File: config.mk
export PLATFORM = sky130hd
export DESIGN_NAME = uart_program_loader
export DESIGN_NICKNAME = d
export VERILOG_FILES = /design/src/rtl/uart_program_loader_pkg.sv /design/src/rtl/uart_program_loader_rx.sv /design/src/rtl/uart_program_loader.sv
export SDC_FILE = /design/constraint.sdc
export NUM_CORES = 1
export LEC_CHECK = 0
export CORE_MARGIN = 8
export CORE_UTILIZATION = 60
export DETAILED_ROUTE_END_ITERATION = 12
export PLACE_DENSITY = 0.82
export SLEW_MARGIN = 40
export SYNTH_ARGS = -nofsm -noshare
export SYNTH_HDL_FRONTEND = slang
export SYNTH_HIERARCHICAL = 1
export SYNTH_SLANG_ARGS = --single-unit
File: constraint.sdc
create_clock -name clk -period 3.7 [get_ports clk]
set_clock_uncertainty 0.15 [all_clocks]
set_input_delay 0.74 -clock clk [delete_from_list [all_inputs] [get_ports clk]]
set_output_delay 0.74 -clock clk [all_outputs]
set_load 0.05 [all_outputs]
File: src/rtl/uart_program_loader_pkg.sv
// Shared types and constants for the UART program loader and its receiver.
package uart_program_loader_pkg;

  typedef enum logic [1:0] {
    LEN,
    DATA,
    DONE,
    ERROR
  } loader_state_t;

  localparam int unsigned UART_DATA_BITS   = 8;
  localparam int unsigned LOADER_LEN_BYTES = 4;

endpackage

File: src/rtl/uart_program_loader_rx.sv
// 8N1 UART receiver: synchronizer, mid-bit sampling, one-cycle byte/framing-error pulses.
module uart_rx
  import uart_program_loader_pkg::UART_DATA_BITS;
#(
  parameter int unsigned CLKS_PER_BIT = 434
) (
  input  logic                      clk_i,
  input  logic                      rst_ni,
  input  logic                      rx_i,
  output logic                      rx_valid_o,
  output logic [UART_DATA_BITS-1:0] rx_data_o,
  output logic                      rx_frame_err_o
);

  localparam int unsigned CntW    = $clog2(CLKS_PER_BIT);
  localparam int unsigned Half    = CLKS_PER_BIT / 2;
  localparam int unsigned BitIdxW = $clog2(UART_DATA_BITS);

  typedef enum logic [1:0] {
    IDLE,
    START,
    DATA,
    STOP
  } rx_state_t;

  rx_state_t                 state_q, state_d;
  logic [CntW-1:0]           cnt_q, cnt_d;
  logic [BitIdxW-1:0]        bit_idx_q, bit_idx_d;
  logic [UART_DATA_BITS-1:0] shift_q, shift_d;
  logic                      valid_q, valid_d;
  logic                      err_q, err_d;
  logic                      sync1_q, sync2_q, prev_q;

  always_comb begin
    state_d   = state_q;
    cnt_d     = cnt_q;
    bit_idx_d = bit_idx_q;
    shift_d   = shift_q;
    valid_d   = 1'b0;
    err_d     = 1'b0;
    unique case (state_q)
      IDLE: begin
        if (prev_q && !sync2_q) begin
          state_d = START;
          // The edge is seen one cycle late, so count from 1 to land on mid-bit.
          cnt_d   = CntW'(1);
        end
      end
      START: begin
        if (cnt_q == CntW'(Half - 1)) begin
          cnt_d     = '0;
          bit_idx_d = '0;
          state_d   = sync2_q ? IDLE : DATA;
        end else begin
          cnt_d = cnt_q + CntW'(1);
        end
      end
      DATA: begin
        if (cnt_q == CntW'(CLKS_PER_BIT - 1)) begin
          cnt_d     = '0;
          shift_d   = {sync2_q, shift_q[UART_DATA_BITS-1:1]};
          bit_idx_d = bit_idx_q + BitIdxW'(1);
          if (bit_idx_q == BitIdxW'(UART_DATA_BITS - 1)) begin
            state_d = STOP;
          end
        end else begin
          cnt_d = cnt_q + CntW'(1);
        end
      end
      STOP: begin
        if (cnt_q == CntW'(CLKS_PER_BIT - 1)) begin
          cnt_d   = '0;
          valid_d = sync2_q;
          err_d   = !sync2_q;
          state_d = IDLE;
        end else begin
          cnt_d = cnt_q + CntW'(1);
        end
      end
      default: state_d = IDLE;
    endcase
  end

  always_ff @(posedge clk_i or negedge rst_ni) begin
    if (!rst_ni) begin
      sync1_q   <= 1'b1;
      sync2_q   <= 1'b1;
      prev_q    <= 1'b1;
      state_q   <= IDLE;
      cnt_q     <= '0;
      bit_idx_q <= '0;
      shift_q   <= '0;
      valid_q   <= 1'b0;
      err_q     <= 1'b0;
    end else begin
      sync1_q   <= rx_i;
      sync2_q   <= sync1_q;
      prev_q    <= sync2_q;
      state_q   <= state_d;
      cnt_q     <= cnt_d;
      bit_idx_q <= bit_idx_d;
      shift_q   <= shift_d;
      valid_q   <= valid_d;
      err_q     <= err_d;
    end
  end

  assign rx_valid_o     = valid_q;
  assign rx_data_o      = shift_q;
  assign rx_frame_err_o = err_q;

endmodule

File: src/rtl/uart_program_loader.sv
// Boot loader: receives a length-prefixed image over UART, writes it to program memory,
// and holds the CPU in reset until the image has been fully and correctly loaded.
module uart_program_loader
  import uart_program_loader_pkg::*;
#(
  parameter int unsigned CLKS_PER_BIT = 434,
  parameter int unsigned MEM_WORDS    = 256
) (
  input  logic        clk,
  input  logic        reset_n,
  input  logic        io_rx,
  output logic        mem_write_enable,
  output logic [31:0] mem_byte_address,
  output logic [31:0] mem_write_data,
  output logic        cpu_reset_n,
  output logic        load_done,
  output logic        load_error
);

  logic                      rx_valid;
  logic                      rx_frame_err;
  logic [UART_DATA_BITS-1:0] rx_data;

  uart_rx #(
    .CLKS_PER_BIT(CLKS_PER_BIT)
  ) u_uart_rx (
    .clk_i         (clk),
    .rst_ni        (reset_n),
    .rx_i          (io_rx),
    .rx_valid_o    (rx_valid),
    .rx_data_o     (rx_data),
    .rx_frame_err_o(rx_frame_err)
  );

  loader_state_t state_q, state_d;
  logic [1:0]    byte_idx_q, byte_idx_d;
  logic [31:0]   word_q, word_d;
  logic [31:0]   len_q, len_d;
  logic [31:0]   k_q, k_d;
  logic          we_q, we_d;
  logic [31:0]   addr_q, addr_d;
  logic [31:0]   wdata_q, wdata_d;
  logic [31:0]   word_full;
  logic          last_byte;

  // Little-endian: each new byte enters at the top and earlier bytes shift down.
  assign word_full = {rx_data, word_q[31:8]};
  assign last_byte = (byte_idx_q == 2'(LOADER_LEN_BYTES - 1));

  always_comb begin
    state_d    = state_q;
    byte_idx_d = byte_idx_q;
    word_d     = word_q;
    len_d      = len_q;
    k_d        = k_q;
    we_d       = 1'b0;
    addr_d     = addr_q;
    wdata_d    = wdata_q;
    unique case (state_q)
      LEN: begin
        if (rx_frame_err) begin
          state_d = ERROR;
        end else if (rx_valid) begin
          word_d     = word_full;
          byte_idx_d = byte_idx_q + 2'd1;
          if (last_byte) begin
            len_d = word_full;
            if (word_full == 32'd0) begin
              state_d = DONE;
            end else if (word_full > 32'(MEM_WORDS)) begin
              state_d = ERROR;
            end else begin
              state_d = DATA;
            end
          end
        end
      end
      DATA: begin
        if (rx_frame_err) begin
          state_d = ERROR;
        end else if (k_q == len_q) begin
          // Reached one cycle after the final strobe, so release lags the write.
          state_d = DONE;
        end else if (rx_valid) begin
          word_d     = word_full;
          byte_idx_d = byte_idx_q + 2'd1;
          if (last_byte) begin
            we_d    = 1'b1;
            addr_d  = k_q << 2;
            wdata_d = word_full;
            k_d     = k_q + 32'd1;
          end
        end
      end
      DONE:    state_d = DONE;
      ERROR:   state_d = ERROR;
      default: state_d = ERROR;
    endcase
  end

  always_ff @(posedge clk or negedge reset_n) begin
    if (!reset_n) begin
      state_q    <= LEN;
      byte_idx_q <= '0;
      word_q     <= '0;
      len_q      <= '0;
      k_q        <= '0;
      we_q       <= 1'b0;
      addr_q     <= '0;
      wdata_q    <= '0;
    end else begin
      state_q    <= state_d;
      byte_idx_q <= byte_idx_d;
      word_q     <= word_d;
      len_q      <= len_d;
      k_q        <= k_d;
      we_q       <= we_d;
      addr_q     <= addr_d;
      wdata_q    <= wdata_d;
    end
  end

  assign mem_write_enable = we_q;
  assign mem_byte_address = addr_q;
  assign mem_write_data   = wdata_q;
  assign load_done        = (state_q == DONE);
  assign cpu_reset_n      = (state_q == DONE);
  assign load_error       = (state_q == ERROR);

endmodule

==> impl_metrics.csv, run 1 <==
group,metric,value,unit
yosys,postSynthAreaPerCell,13.6,µm²
yosys,syn_area,8210,µm²
yosys,ys_warn_count,6,
finish,num-fill-cells,849,
cts,clock_latency,0.43,ns
critical_path,cp-start-kind,"flop",
finish,fin_area,9690,µm²
finish,layout_commonest_cell,"dfrtp_1",
cts,cts_setup_buffers,0,
route,dr.pass1.iters,5,
timing,period_minus_slack,2.96,ns
run_status,run_status,"complete, no violations",
cts,clkTransAtPathRegs,0.06,ns
placement,dp_hpwl,11800,µm
timing,tightest_slew,0.781,ns
yosys,ys_seq_elements,182,
yosys,ys_types,54,
finish,final_core_utilization,72.9,%
cts,numCtsBuffers,17,
cts,numClockSinks,182,
timing,max_freq,338,MHz
floorplanning,chipHeight,133,µm
finish,final_cell_mix,"179 x dfrtp_1, 101 x mux2_2, 67 x clkdlybuf4s50_1",
global_routing,antenna_found_initial,0,
timing,setup_viol,0,
pwr,powerDensity,444,nW/µm²
finish,areaGrowthSynthToFinish,18.0,%
route,vias_per_cell,5.95,
global_routing,grt_pass1_vias,5350,
yosys,ys_seq_area_share,55.5,%
cts,clk_path_buf_depth,2,
cts,cts_tree,"built",
route,route.antenna.remaining_nets,0,
yosys,synth_flop_cell,"dfrtp_1",
route,drt_first_iter_violations,385,
critical_path,cp-end-kind,"output port",
placement,portBuffers,68,
route,drc,0,
route,wl_per_cell,20.4,µm
global_routing,gr-total-overflow,0,
floorplanning,row_count,42,
yosys,synthCells,606,
pwr,irDropWorstVdd,298,µV
timing,rsz0062_at_grt,"no",
critical_path,crit_required,2.81,ns
cts,h-tree-depth,4,
pwr,finalPower,4300,µW
critical_path,crit_arrival,2.07,ns
placement,place.gp.congestion,0.833,
timing,report.final.hold_viol_count,0,
yosys,synthArstFlopShare,100,%
cts,post_cts_resized,0,
finish,nNetsFinal,683,
yosys,synth_edf_count,0,
timing,finalSetupTns,0,ns
global_routing,grtUsageTotal,20.7,%
critical_path,crit_path_max_fanout,7,
cts,cts.hold.buffers_added,0,
floorplanning,dieArea,17700,µm²
global_routing,grt_max_degree,96,
run,maxCapViolations,0,
timing,slew_headroom,47.8,%
timing,fin_hold_ws,0.0683,ns
timing,post-route-period-util,80.1,%
finish,n_antenna_cell,0,
floorplanning,die_w,133,µm
cts,root_buffer,"clkbuf_16",
floorplanning,ios,71,
placement,dpl_cell_area,8980,µm²
pwr,p_leak,0.00471,µW
global_routing,grt_pass1_wl,28900,µm
route,routed_wl,17600,µm
hold_path,hp-class,"in -> async",
floorplanning,start_util,61.8,%
finish,drive_gt1_share,28.4,%
route,num_vias,5131,
floorplanning,core_area,13300,µm²
timing,slew_violations,0,
critical_path,crit_type,"reg -> out",
## cell usage after synthesis, types with 2 or more instances
master    instances  area, µm²
dfrtp_1         179       4480
nor4_4            4       85.1
or2_2             2       12.5
buf_2             8       40.0
ha_1              7       87.6
buf_4             4       30.0
nand2_1          36        135
mux2_4           23        345
nand3_1          21        105
o21a_1            2       15.0
nor4_2           12        150
nor3_1           17       85.1
o211ai_1          5       37.5
xor2_1           30        263
clkbuf_1          5       18.8
nor2b_1           3       18.8
buf_12            2       40.0
mux2_2          101       1140
and4_1            3       26.3
buf_6             9        101
inv_1            11       41.3
xnor2_1          36        315
a22oi_1           2       15.0
nor2_1           13       48.8
a211o_1           2       17.5
o22ai_1           2       12.5
o21ai_0          14       70.1
and3_1            6       37.5
nand4_1          11       68.8
nor4_1            9       56.3
o221ai_1          2       17.5
dfstp_2           3       78.8
## metal layers
layer,wire length [µm],global-route usage (%)
met4,336,7.89
met3,658,3.94
met2,8880,34.7
met5,0,0
met1,7730,26.0
## worst max-delay path: stages (launching register included)
cell	delay, ns
dfrtp_1	0.46
nor2b_1	0.31
clkdlybuf4s50_1	0.88
## final timing paths
check	from	to	slack (ns)	cells past startpoint
max in group asynchronous	reset_n	u_uart_rx/sync2_q	2.39	3
worst min register to register	u_uart_rx/sync1_q	u_uart_rx/sync2_q	0.21	0
min in group clk	u_uart_rx/sync1_q	u_uart_rx/sync2_q	0.21	0
worst min-delay path	reset_n	word_q[12]	0.07	1
worst max register to register	k_q[25]	mem_write_data[6]	0.84	6
worst max-delay path	state_q[0]	cpu_reset_n	0.74	2
## layout make-up
class	count	area, µm²	area share [%]
Clock buffer	22	494	5.10
Sequential cell	182	4560	47.0
Multi-Input combinational cell	385	3390	35.0
Inverter	11	41.3	0.426
Clock inverter	10	189	1.95
Timing Repair Buffer	76	802	8.27
Tap cell	176	220	2.27
## cell families after synthesis
group,share of synthesized area [%]
mux,18.2
fa+ha+maj,1.07
compound gates,3.02
other cells,0.0457
xor+xnor,7.04
simple gates,11.7
buf+inv,3.49
flops,55.5
## state kept, by name, summed over array words and instances (netlist names), named ones only
register and cells:
byte_idx_q 2, k_q 32, len_q 32, mem_byte_address 30, mem_write_data 32, mem_write_enable 1, state_q 2, u_uart_rx/bit_idx_q 3
u_uart_rx/cnt_q 9, u_uart_rx/prev_q 1, u_uart_rx/rx_data_o 8, u_uart_rx/rx_frame_err_o 1, u_uart_rx/rx_valid_o 1, u_uart_rx/state_q 1, u_uart_rx/sync1_q 1, u_uart_rx/sync2_q 1
word_q 24
## stage by stage
stage	std cells	setup slack [ns]
after detailed placement	829	0.876
after floorplan	607	1.28
final	862	0.737
after global routing	862	0.651
after CTS	861	0.711
after global placement	829	0.956
## report_power, final
part	total [µW]	internal [µW]	switching, µW	leakage [µW]
Clock	2040	1290	746	0.000333
Sequential	2090	2030	58.4	0.00252
Combinational	177	70.4	107	0.00186
(Power assumes the default switching activity.)
==> run 2, diff against run 1 <==
--- a/config.mk
+++ b/config.mk
@@ -6,9 +6,9 @@
 export NUM_CORES = 1
 export LEC_CHECK = 0
 export CORE_MARGIN = 8
-export CORE_UTILIZATION = 60
+export CORE_UTILIZATION = 58
 export DETAILED_ROUTE_END_ITERATION = 12
-export PLACE_DENSITY = 0.82
+export PLACE_DENSITY = 0.8
 export SLEW_MARGIN = 40
 export SYNTH_ARGS = -nofsm -noshare
 export SYNTH_HDL_FRONTEND = slang
==> constraint.sdc (replaced) <==
create_clock -name clk -period 3.06 [get_ports clk]
set_clock_uncertainty 0.15 [all_clocks]
set_input_delay 0.612 -clock clk [delete_from_list [all_inputs] [get_ports clk]]
set_output_delay 0.612 -clock clk [all_outputs]
set_load 0.05 [all_outputs]
==> run 2 against run 1 <==
- cell count grew 0.35%
- critical path depth is the same
- clock-buffer cell count shrank 2
- via count shrank 3.3%
- sequential cell count is the same
- setup slack lost 0.53 ns
- combinational power grew 19%
- routed wire length shrank 4.2%
- die area grew 3.0%
- sequential share of layout area grew 0.26 points
- global-route usage shrank 1.4 points
- register-to-register slack lost 0.34 ns
- highest routed layer unchanged
==> impl_metrics.csv, run 2 (synthesized netlist as in run 1, its figures left out) <==
group,metric,value,unit
critical_path,crit_arrival,2.09,ns
timing,period_minus_slack,2.85,ns
global_routing,grt_pass1_wl,27600,µm
pwr,clock_power_share,46.0,%
floorplanning,chipHeight,135,µm
critical_path,slowest_stage,"clkdlybuf4s50_1",
finish,areaGrowthSynthToFinish,17.3,%
critical_path,cp_slowest_stage_delay,0.87,ns
timing,setup_viol,0,
route,wl_per_cell,19.5,µm
cts,cts.hold.buffers_added,0,
finish,final_core_utilization,69.4,%
finish,drive_gt1_share,28.3,%
floorplanning,dieArea,18200,µm²
critical_path,reg2reg_depth,7,
route,drt_first_iter_violations,367,
global_routing,gr-total-overflow,0,
pwr,seq_power_share,49.8,%
finish,nNetsFinal,682,
pwr,irDropWorstVdd,383,µV
critical_path,regToRegSetupSlack,0.50,ns
floorplanning,row_count,43,
cts,clk_path_buf_depth,2,
cts,cts_setup_buffers,0,
floorplanning,ios,71,
route,vias_per_cell,5.74,
critical_path,crit_type,"reg -> out",
cts,cts_tree,"built",
finish,seqCellArea,4560,µm²
global_routing,grt_pass1_vias,5181,
cts,clkTransAtPathRegs,0.06,ns
critical_path,cp-start-kind,"flop",
route,drc,0,
placement,place.gp.congestion,0.812,
critical_path,crit_path_max_fanout,7,
floorplanning,start_util,59.2,%
finish,layout_commonest_cell,"dfrtp_1",
timing,slew_violations,0,
global_routing,antenna_found_initial,0,
pwr,p_leak,0.00467,µW
run_status,run_status,"complete, no violations",
placement,dp_hpwl,11700,µm
timing,post-route-period-util,93.1,%
run,maxCapViolations,0,
critical_path,cp-startpoint,"state_q[0]",
route,routed_wl,16900,µm
critical_path,r2r-end,"word_q[29]",
timing,max_freq,351,MHz
timing,rsz0062_at_grt,"no",
critical_path,reg2reg_from,"k_q[9]",
timing,report.final.hold_viol_count,0,
pwr,swShare,21.7,%
hold_path,hp-class,"in -> async",
global_routing,grt_max_degree,70,
timing,slew_headroom,43.8,%
global_routing,grtUsageTotal,19.3,%
route,dr.pass1.iters,4,
cts,numCtsBuffers,17,
pwr,netSwitchingPower,1100,µW
timing,finalSetupTns,0,ns
pwr,powerDensity,525,nW/µm²
critical_path,cp-end-kind,"output port",
cts,post_cts_resized,0,
route,route.antenna.remaining_nets,0,
finish,n_antenna_cell,0,
cts,clock_latency,0.43,ns
floorplanning,die_w,135,µm
route,num_vias,4961,
pwr,intPower,3960,µW
finish,num-fill-cells,948,
finish,multi_input_area,3390,µm²
cts,numClockSinks,182,
finish,final_cell_mix,"179 x dfrtp_1, 101 x mux2_2, 67 x clkdlybuf4s50_1",
timing,tightest_slew,0.841,ns
pwr,comb_power_share,4.1,%
placement,portBuffers,68,
critical_path,cp_cell_sequence,"nor2b_1 > clkdlybuf4s50_1",
cts,h-tree-depth,4,
floorplanning,core_area,13900,µm²
cts,root_buffer,"clkbuf_16",
critical_path,crit_required,2.30,ns
[run 2: power by group through the flow]
| stage | registers (µW) | clock network [µW] | logic [µW] |
|---|---|---|---|
| floorplan | 2550 | 0 | 132 |
| global placement | 2560 | 0 | 200 |
| detailed placement | 2570 | 0 | 212 |
| CTS | 2520 | 2380 | 213 |
| global route | 2530 | 2460 | 241 |
| finish | 2520 | 2330 | 210 |
[run 2: final cells by class]
type / instances / share of cell area (%)
flip-flops and latches: 182 / 47.3
clock inverters: 12 / 1.82
well taps: 180 / 2.34
repair buffers: 75 / 8.14
multi-input cells: 385 / 35.2
inverters: 11 / 0.428
clock buffers: 20 / 4.84
[run 2: routing by layer]
metal  share of wire, %  track usage (%)
met1                 45             25.3
met2                 49             30.8
met3                4.5             4.64
met4                1.6             6.60
met5                  0                0
[run 2: critical path, delay by kind of cell (launching register included)]
family | cells | cell delay [ns]
buffers and inverters | 1 | 0.87
and+or+nand+nor | 1 | 0.32
DFF | 1 | 0.46
[run 2: worst max path at each step]
stage / end
4_1_cts: cpu_reset_n
5_1_grt: load_done
6_report: cpu_reset_n
3_5_place_dp: word_q[16]
2_1_floorplan: load_done
3_3_place_gp: word_q[29]
[run 2: through the flow]
stage                     hold WS, ns  setup slack (ns)  instances  area (µm²)  total power, µW
after floorplan                 0.166             0.771        607        8220             2680
after global placement          0.195             0.582        833        9000             2760
after detailed placement        0.198             0.504        833        9000             2780
after CTS                      0.0436             0.221        865        9640             5110
after global routing           0.0769             0.151        865        9640             5240
final                          0.0322             0.212        865        9640             5060
